**config.mk**
```make
export PLATFORM = sky130hd
export DESIGN_NAME = cp0_exc_ctrl
export DESIGN_NICKNAME = d
export VERILOG_FILES = /design/src/rtl/cp0_exc_ctrl.sv
export SDC_FILE = /design/constraint.sdc
export NUM_CORES = 1
export LEC_CHECK = 0
export ABC_AREA = 1
export CAP_MARGIN = 25
export CELL_PAD_IN_SITES_DETAIL_PLACEMENT = 0
export CELL_PAD_IN_SITES_GLOBAL_PLACEMENT = 1
export CORE_MARGIN = 1
export CORE_UTILIZATION = 26
export CTS_BUF_LIST = sky130_fd_sc_hd__clkbuf_8
export DETAILED_ROUTE_END_ITERATION = 10
export PLACE_DENSITY_LB_ADDON = 0.1
export SETUP_SLACK_MARGIN = 0.1
export SLEW_MARGIN = 20
export SYNTH_ARGS = -nofsm -noshare
export SYNTH_HDL_FRONTEND = slang
export SYNTH_SLANG_ARGS = --single-unit
```
**constraint.sdc**
```tcl
create_clock -name clk -period 1.85 [get_ports clk]
set_input_delay 0.185 -clock clk [delete_from_list [all_inputs] [get_ports clk]]
set_output_delay 0.185 -clock clk [all_outputs]
set_load 0.1 [all_outputs]
```
**src/rtl/cp0_exc_ctrl.sv**
```systemverilog
// rtl/cp0_exc_ctrl.sv - CP0 Status/Cause/EPC and exception arbitration
// Fixed-priority exceptions with branch-delay-aware EPC; services mtc0/mfc0/eret.
module cp0_exc_ctrl #(
   parameter int          NUM_IRQ    = 6,
   parameter logic [31:0] EXC_VECTOR = 32'h0000_0004,
   parameter int          RESET_IM   = 0
) (
   input  logic               clk,
   input  logic               rst,
   input  logic [NUM_IRQ-1:0] irq,
   input  logic [31:0]        if_pc,
   input  logic [31:0]        id_pc,
   input  logic [31:0]        mem_pc,
   input  logic               id_bj,
   input  logic               mem_bj,
   input  logic               id_syscall,
   input  logic               id_unknown,
   input  logic               exe_overflow,
   input  logic               eret,
   input  logic               mtc0_we,
   input  logic [4:0]         cp0_waddr,
   input  logic [31:0]        cp0_wdata,
   input  logic [4:0]         cp0_raddr,
   output logic [31:0]        cp0_rdata,
   output logic               exc_taken,
   output logic [31:0]        exc_vector,
   output logic [31:0]        epc_out,
   output logic               exl
);

   localparam logic [7:0] RESET_IM_V = 8'(RESET_IM);

   logic [NUM_IRQ-1:0] irq_s1_q, irq_s2_q;
   logic               ie_q, ie_d;
   logic               exl_q, exl_d;
   logic [NUM_IRQ-1:0] im_q, im_d;
   logic [NUM_IRQ-1:0] ip_q, ip_d;
   logic [4:0]         exccode_q, exccode_d;
   logic               bd_q, bd_d;
   logic [31:0]        epc_q, epc_d;

   logic               int_req;
   logic               exc_any;
   logic [4:0]         exc_code;
   logic [31:0]        exc_epc;
   logic               exc_bd;
   logic               wr_status, wr_cause, wr_epc;
   logic [31:0]        status_v, cause_v;
   logic               unused_wdata;

   assign unused_wdata = ^cp0_wdata;

   assign wr_status = mtc0_we && (cp0_waddr == 5'd12);
   assign wr_cause  = mtc0_we && (cp0_waddr == 5'd13);
   assign wr_epc    = mtc0_we && (cp0_waddr == 5'd14);

   assign int_req = ie_q & ~exl_q & (|(ip_q & im_q));
   assign exc_any = exe_overflow | id_syscall | id_unknown | int_req;
   // Gated by rst so the redirect drops the instant reset asserts.
   assign exc_taken = ~rst & ~exl_q & exc_any;

   always_comb begin
      exc_code = 5'd0;
      exc_epc  = if_pc;
      exc_bd   = 1'b0;
      if (exe_overflow) begin
         exc_code = 5'd12;
         exc_epc  = mem_bj ? mem_pc : id_pc;
         exc_bd   = mem_bj;
      end else if (id_syscall) begin
         exc_code = 5'd8;
      end else if (id_unknown) begin
         exc_code = 5'd10;
      end else if (id_bj) begin
         exc_epc  = id_pc;
         exc_bd   = 1'b1;
      end
   end

   always_comb begin
      ie_d      = wr_status ? cp0_wdata[0] : ie_q;
      im_d      = wr_status ? cp0_wdata[8 +: NUM_IRQ] : im_q;
      // Software can only clear pending bits; a live synchronised request re-sets them.
      ip_d      = (wr_cause ? (ip_q & cp0_wdata[8 +: NUM_IRQ]) : ip_q) | irq_s2_q;
      exccode_d = exccode_q;
      bd_d      = bd_q;
      epc_d     = wr_epc ? cp0_wdata : epc_q;
      exl_d     = exl_q;
      if (exc_taken) begin
         exl_d     = 1'b1;
         epc_d     = exc_epc;
         exccode_d = exc_code;
         bd_d      = exc_bd;
      end else if (eret && exl_q) begin
         exl_d = 1'b0;
      end else if (wr_status) begin
         exl_d = cp0_wdata[1];
      end
   end

   always_ff @(posedge clk or posedge rst) begin
      if (rst) begin
         irq_s1_q  <= '0;
         irq_s2_q  <= '0;
         ie_q      <= 1'b0;
         exl_q     <= 1'b0;
         im_q      <= RESET_IM_V[NUM_IRQ-1:0];
         ip_q      <= '0;
         exccode_q <= 5'd0;
         bd_q      <= 1'b0;
         epc_q     <= 32'd0;
      end else begin
         irq_s1_q  <= irq;
         irq_s2_q  <= irq_s1_q;
         ie_q      <= ie_d;
         exl_q     <= exl_d;
         im_q      <= im_d;
         ip_q      <= ip_d;
         exccode_q <= exccode_d;
         bd_q      <= bd_d;
         epc_q     <= epc_d;
      end
   end

   always_comb begin
      status_v               = 32'd0;
      status_v[0]            = ie_q;
      status_v[1]            = exl_q;
      status_v[8 +: NUM_IRQ] = im_q;
      cause_v                = 32'd0;
      cause_v[6:2]           = exccode_q;
      cause_v[8 +: NUM_IRQ]  = ip_q;
      cause_v[31]            = bd_q;
      case (cp0_raddr)
         5'd12:   cp0_rdata = status_v;
         5'd13:   cp0_rdata = cause_v;
         5'd14:   cp0_rdata = epc_q;
         default: cp0_rdata = 32'd0;
      endcase
   end

   assign exc_vector = EXC_VECTOR;
   assign epc_out    = epc_q;
   assign exl        = exl_q;

endmodule
```
## After elaboration in Yosys (flattened, before gate mapping)

Cells that the tools add are included.

- Register bits: 64
- Bits of input ports: 153
- Output and inout bits: 98
- Logic and storage cells: 53

- Equality and inequality tests: 6
- Mux-type cells: 19
- Bitwise logic cells: 12
- Reduce and logical (&&, ||, !) cells: 7

Operator list:

| kind | count |
|---|---|
| $mux 32 | 7 |
| $pmux 32 s3 | 1 |
| $eq 5x4->1 const B | 6 |
| $and 6x6->6 | 2 |
| $mux 4 | 3 |
| $mux 1 | 7 |
| $mux 6 | 1 |
| $or 6x6->6 | 1 |
| $reduce_or 6->1 | 1 |
| $and 1x1->1 | 4 |
| $logic_and 1x1->1 | 4 |
| $or 1x1->1 | 3 |
| $reduce_bool 3->1 | 1 |
| $not 1->1 | 2 |
| $reduce_bool 2->1 | 1 |

## Logic depth before layout (Yosys ltp)

- Word-level depth: 6
- Gate-level depth with buffers: 12
- Mapped depth without buffers: 11

## Worst setup path after synthesis

Ideal clock, no wire load.

- Kind: reg2out
- Start: register epc_q[4], in the netlist epc_out[4]
- End: output cp0_rdata[4]
- Arrival: 3.181 ns
- Data required time: 1.665 ns
- Path slack: -1.516 ns
- Cell stages (with the launch flop): 3
- Buffers on the path: 0
- Path through: dfrtp_1 > inv_1 > o21ai_0

- Longest elaborated chain between the ends: 1

Ends and longest elaborated chain:

| what | RTL line | source |
|---|---|---|
| start, declared | 40 | `logic [31:0] epc_q, epc_d;` |
| start signal, assigned | 121 | `epc_q <= epc_d;` |
| $pmux 32 s3 | 134 | `case (cp0_raddr)` |
| end, declared | 24 | `output logic [31:0] cp0_rdata,` |

Every way passes these cells.

## Final worst setup path

- Start: register im_q[3]
- End: output exc_taken

- Longest elaborated chain between the ends: 5

Ends and longest elaborated chain:

| what | RTL line | source |
|---|---|---|
| start, declared | 36 | `logic [NUM_IRQ-1:0] im_q, im_d;` |
| start signal, assigned | 107 | `im_q <= RESET_IM_V[NUM_IRQ-1:0];` |
| start signal, assigned | 117 | `im_q <= im_d;` |
| $and 6x6->6 | 57 | `assign int_req = ie_q & ~exl_q & (\|(ip_q & im_q));` |
| $reduce_or 6->1 | 57 |  |
| $and 1x1->1 | 57 |  |
| $or 1x1->1 | 58 | `assign exc_any = exe_overflow \| id_syscall \| id_unknown \| int_req;` |
| $and 1x1->1 | 60 | `assign exc_taken = ~rst & ~exl_q & exc_any;` |
| end, declared | 25 | `output logic exc_taken,` |

Every way passes these cells.

==> metrics.md <==
| Metric | Value |
|---|---|
| Syn Area/Cell | `6.22 um^2` |
| Mux cell area share after synthesis | `0` |
| Synth cell types | `22` |
| Number of placed instances, taps included | `1152` |
| Core ar. | `16800 um^2` |
| H-tree Lvls | `3` |
| Period minus WS final | `1.76 ns` |
| CP Data Required Time | `1.66 ns` |
| Max Freq | `0.568 GHz` |
| Worst-skew pair later-pin latency | `0.34 ns` |
| Setup Skew | `0.00722 ns` |
| Final hold vios | `0` |
| Netlist Area Pre-Place | `4520 um^2` |
| Simple-gate share of the synthesized area | `0.461` |
| DP Wirelength | `14200 um` |
| Vias/cell | `4.48` |
| Drt pass-1 iters | `5` |
| Clock slew at reported path FFs | `0.08 ns` |
| Gr ovfl total | `0` |
| Final setup viols | `0` |
| Share of layout cells above drive strength 1 | `0.212` |
| Chip Height | `134 um` |
| Via count | `5300` |
| YS warnings | `0` |
| Most common library cell in the layout ignoring fill and taps | `nand2_1` |
| Seq/Total Area, Yosys | `0.343` |
| Starting DRC count in detailed routing | `298` |
| Max cap viols | `0` |
| Gr usage total | `0.207` |
| Endpoint type of the worst setup path | `output pin` |
| Syn Inst Count | `726` |
| WL/cell | `15.5 um` |
| Site row count | `47` |
| IO Port Bufs | `218` |
| Routed Antenna Nets | `0` |
| Synth Area in XOR/XNOR | `0` |
| Vias in the first global route | `5425` |
| Synth Area in Adders | `0` |
| Non-Filler Instances | `1183` |
| CTS Sinks | `62` |
| Clock root cell | `clkbuf_8` |
| Initial Util | `0.270` |
| Largest net degree at the start of global routing | `45` |
| First-pass GRT wire length | `28600 um` |
| Startpoint Class | `register` |
| Nets | `1111` |
| Power per standard cell area | `1210 nW/um^2` |
| DRC viols | `0` |
| I/O Pins | `251` |
| Die area | `17900 um^2` |
| Synth Area in Compound Gates | `0.0421` |
| Layout Utilization | `0.467` |
| Final GP Congestion | `0.833` |
| Ant diodes | `0` |
| Seq cells post-synth | `62` |
| Layout area overhead | `73.3%` |
| Initial antenna violation count | `0` |
| DRT Wirelength | `18400 um` |
| Max-slew violations | `0` |
| CP Max Fanout | `3` |
| Most frequent cells in the layout | `325 x nand2_1, 147 x clkdlybuf4s50_1, 129 x nand3_1` |
| Bufs on Longest Clock Path | `2` |
| Fin crit share | `0.951` |
| Crit Path Category | `register to output pin` |
| Die Width | `134 um` |
| Power Total | `9.47 mW` |
| Outcome | `completed` |
| CTS tree | `done` |
| Hold Crit Class | `input pin to async pin` |
| CP Data Arrival Time | `1.57 ns` |
| Unrepaired setup endpoints after global routing | `true` |
| P_leak | `3.84 nW` |
| VDD IR max | `0.00110 V` |
| TritonCTS buffer count | `9` |
| Largest family of logic cells by synthesized area | `simple AND/OR/NAND/NOR gates` |
cell type report:
cell class	count	area, um^2
multi-input combinational	566	2620
clock inverter	7	50.0
inverter	52	200
tap	220	275
timing repair buffer	267	2980
clock buffer	9	124
sequential	62	1580
fill	1721	8930
cell families (layout without fill, tap and decap cells):
family	count (synthesis)	in the layout
other cells	2	32
buf+inv	128	335
simple gates	499	499
compound gates	35	35
flops	62	62
per-layer routing:
layer  wire [um]  GRT usage  vias to the layer above
met5           0          0                        -
met4         287     0.0676                        0
met3        1150     0.0427                       18
met2        9210      0.366                      185
met1        7710      0.250                     2419
li1            -          -                     2678
flip-flops by register name, summed over array words and instances (netlist names):
| register | cells |
|---|---|
| irq_s2_q | 6 |
| bd_q | 1 |
| im_q | 6 |
| ip_q | 6 |
| epc_out | 32 |
| exl | 1 |
| ie_q | 1 |
| irq_s1_q | 6 |
| exccode_q | 3 |
stage by stage:
step / setup slack, ns / cell area, um^2 / setup TNS [ns] / hold slack (ns)
after floorplan: -0.272 / 4850 / -0.484 / 0.216
after global placement: -0.0475 / 7410 / -0.122 / 0.332
after detailed placement: -0.0804 / 7410 / -0.747 / 0.336
after CTS: 0.0512 / 7740 / 0 / 0.184
after global routing: -0.0361 / 7830 / -0.0361 / 0.218
final: 0.0907 / 7830 / 0 / 0.190
worst max-delay path, cell delays in order (launching register included):
cell	delay, ns
dfrtp_1	0.40
nand2_1	0.07
nand2_1	0.04
nor2_1	0.09
nand2_1	0.08
nand2_2	0.11
nand2_4	0.06
nand2_4	0.07
buf_12	0.11
inv_4	0.03
buf_12	0.15
cells in the mapped netlist, drive strengths merged:
cell	instances	area share
nand3	136	0.15
nor2	29	0.024
nor3	2	0.0058
nand4	2	0.0042
conb	2	0.0017
nand2	330	0.28
a22o	4	0.0078
inv	51	0.042
o21ai	30	0.033
dfrtp	62	0.34
buf	58	0.094
clkinv	1	0.00083
clkbuf	18	0.015
a21oi	1	0.0011
where the power goes:
group	total, mW	switching (mW)	internal [mW]	leakage, nW
clock network	1.06	0.569	0.486	0.0816
logic	6.10	4.57	1.53	3.06
registers	2.32	0.462	1.86	0.694
total	9.47	5.60	3.87	3.84
final timing paths:
| kind | endpoint | slack, ns | cells after the start | startpoint |
|---|---|---|---|---|
| min | epc_out[4]$_DFFE_PP0P_ | 0.19 | 2 | rst |
| min in group clk | irq_s1_q[3]$_DFF_PP0_ | 0.28 | 1 | irq[3] |
| min reg2reg | irq_s2_q[4]$_DFF_PP0_ | 0.35 | 0 | irq_s1_q[4]$_DFF_PP0_ |
| max | exc_taken | 0.09 | 10 | im_q[3]$_DFFE_PP0P_ |
| max reg2reg | exccode_q[3]$_DFFE_PP0N_ | 0.24 | 11 | im_q[3]$_DFFE_PP0P_ |
| max in group asynchronous | epc_out[26]$_DFFE_PP0P_ | 1.12 | 3 | rst |
what timing repair did:
action / CTS / global route
pin swaps: 9 / 3
endpoints found under the setup margin: 32 / 21
hold buffers: 0 / 0
gates cloned: 2 / 1
setup buffers: 7 / 5
gates resized for setup: 15 / 7
(Power assumes the default switching activity.)
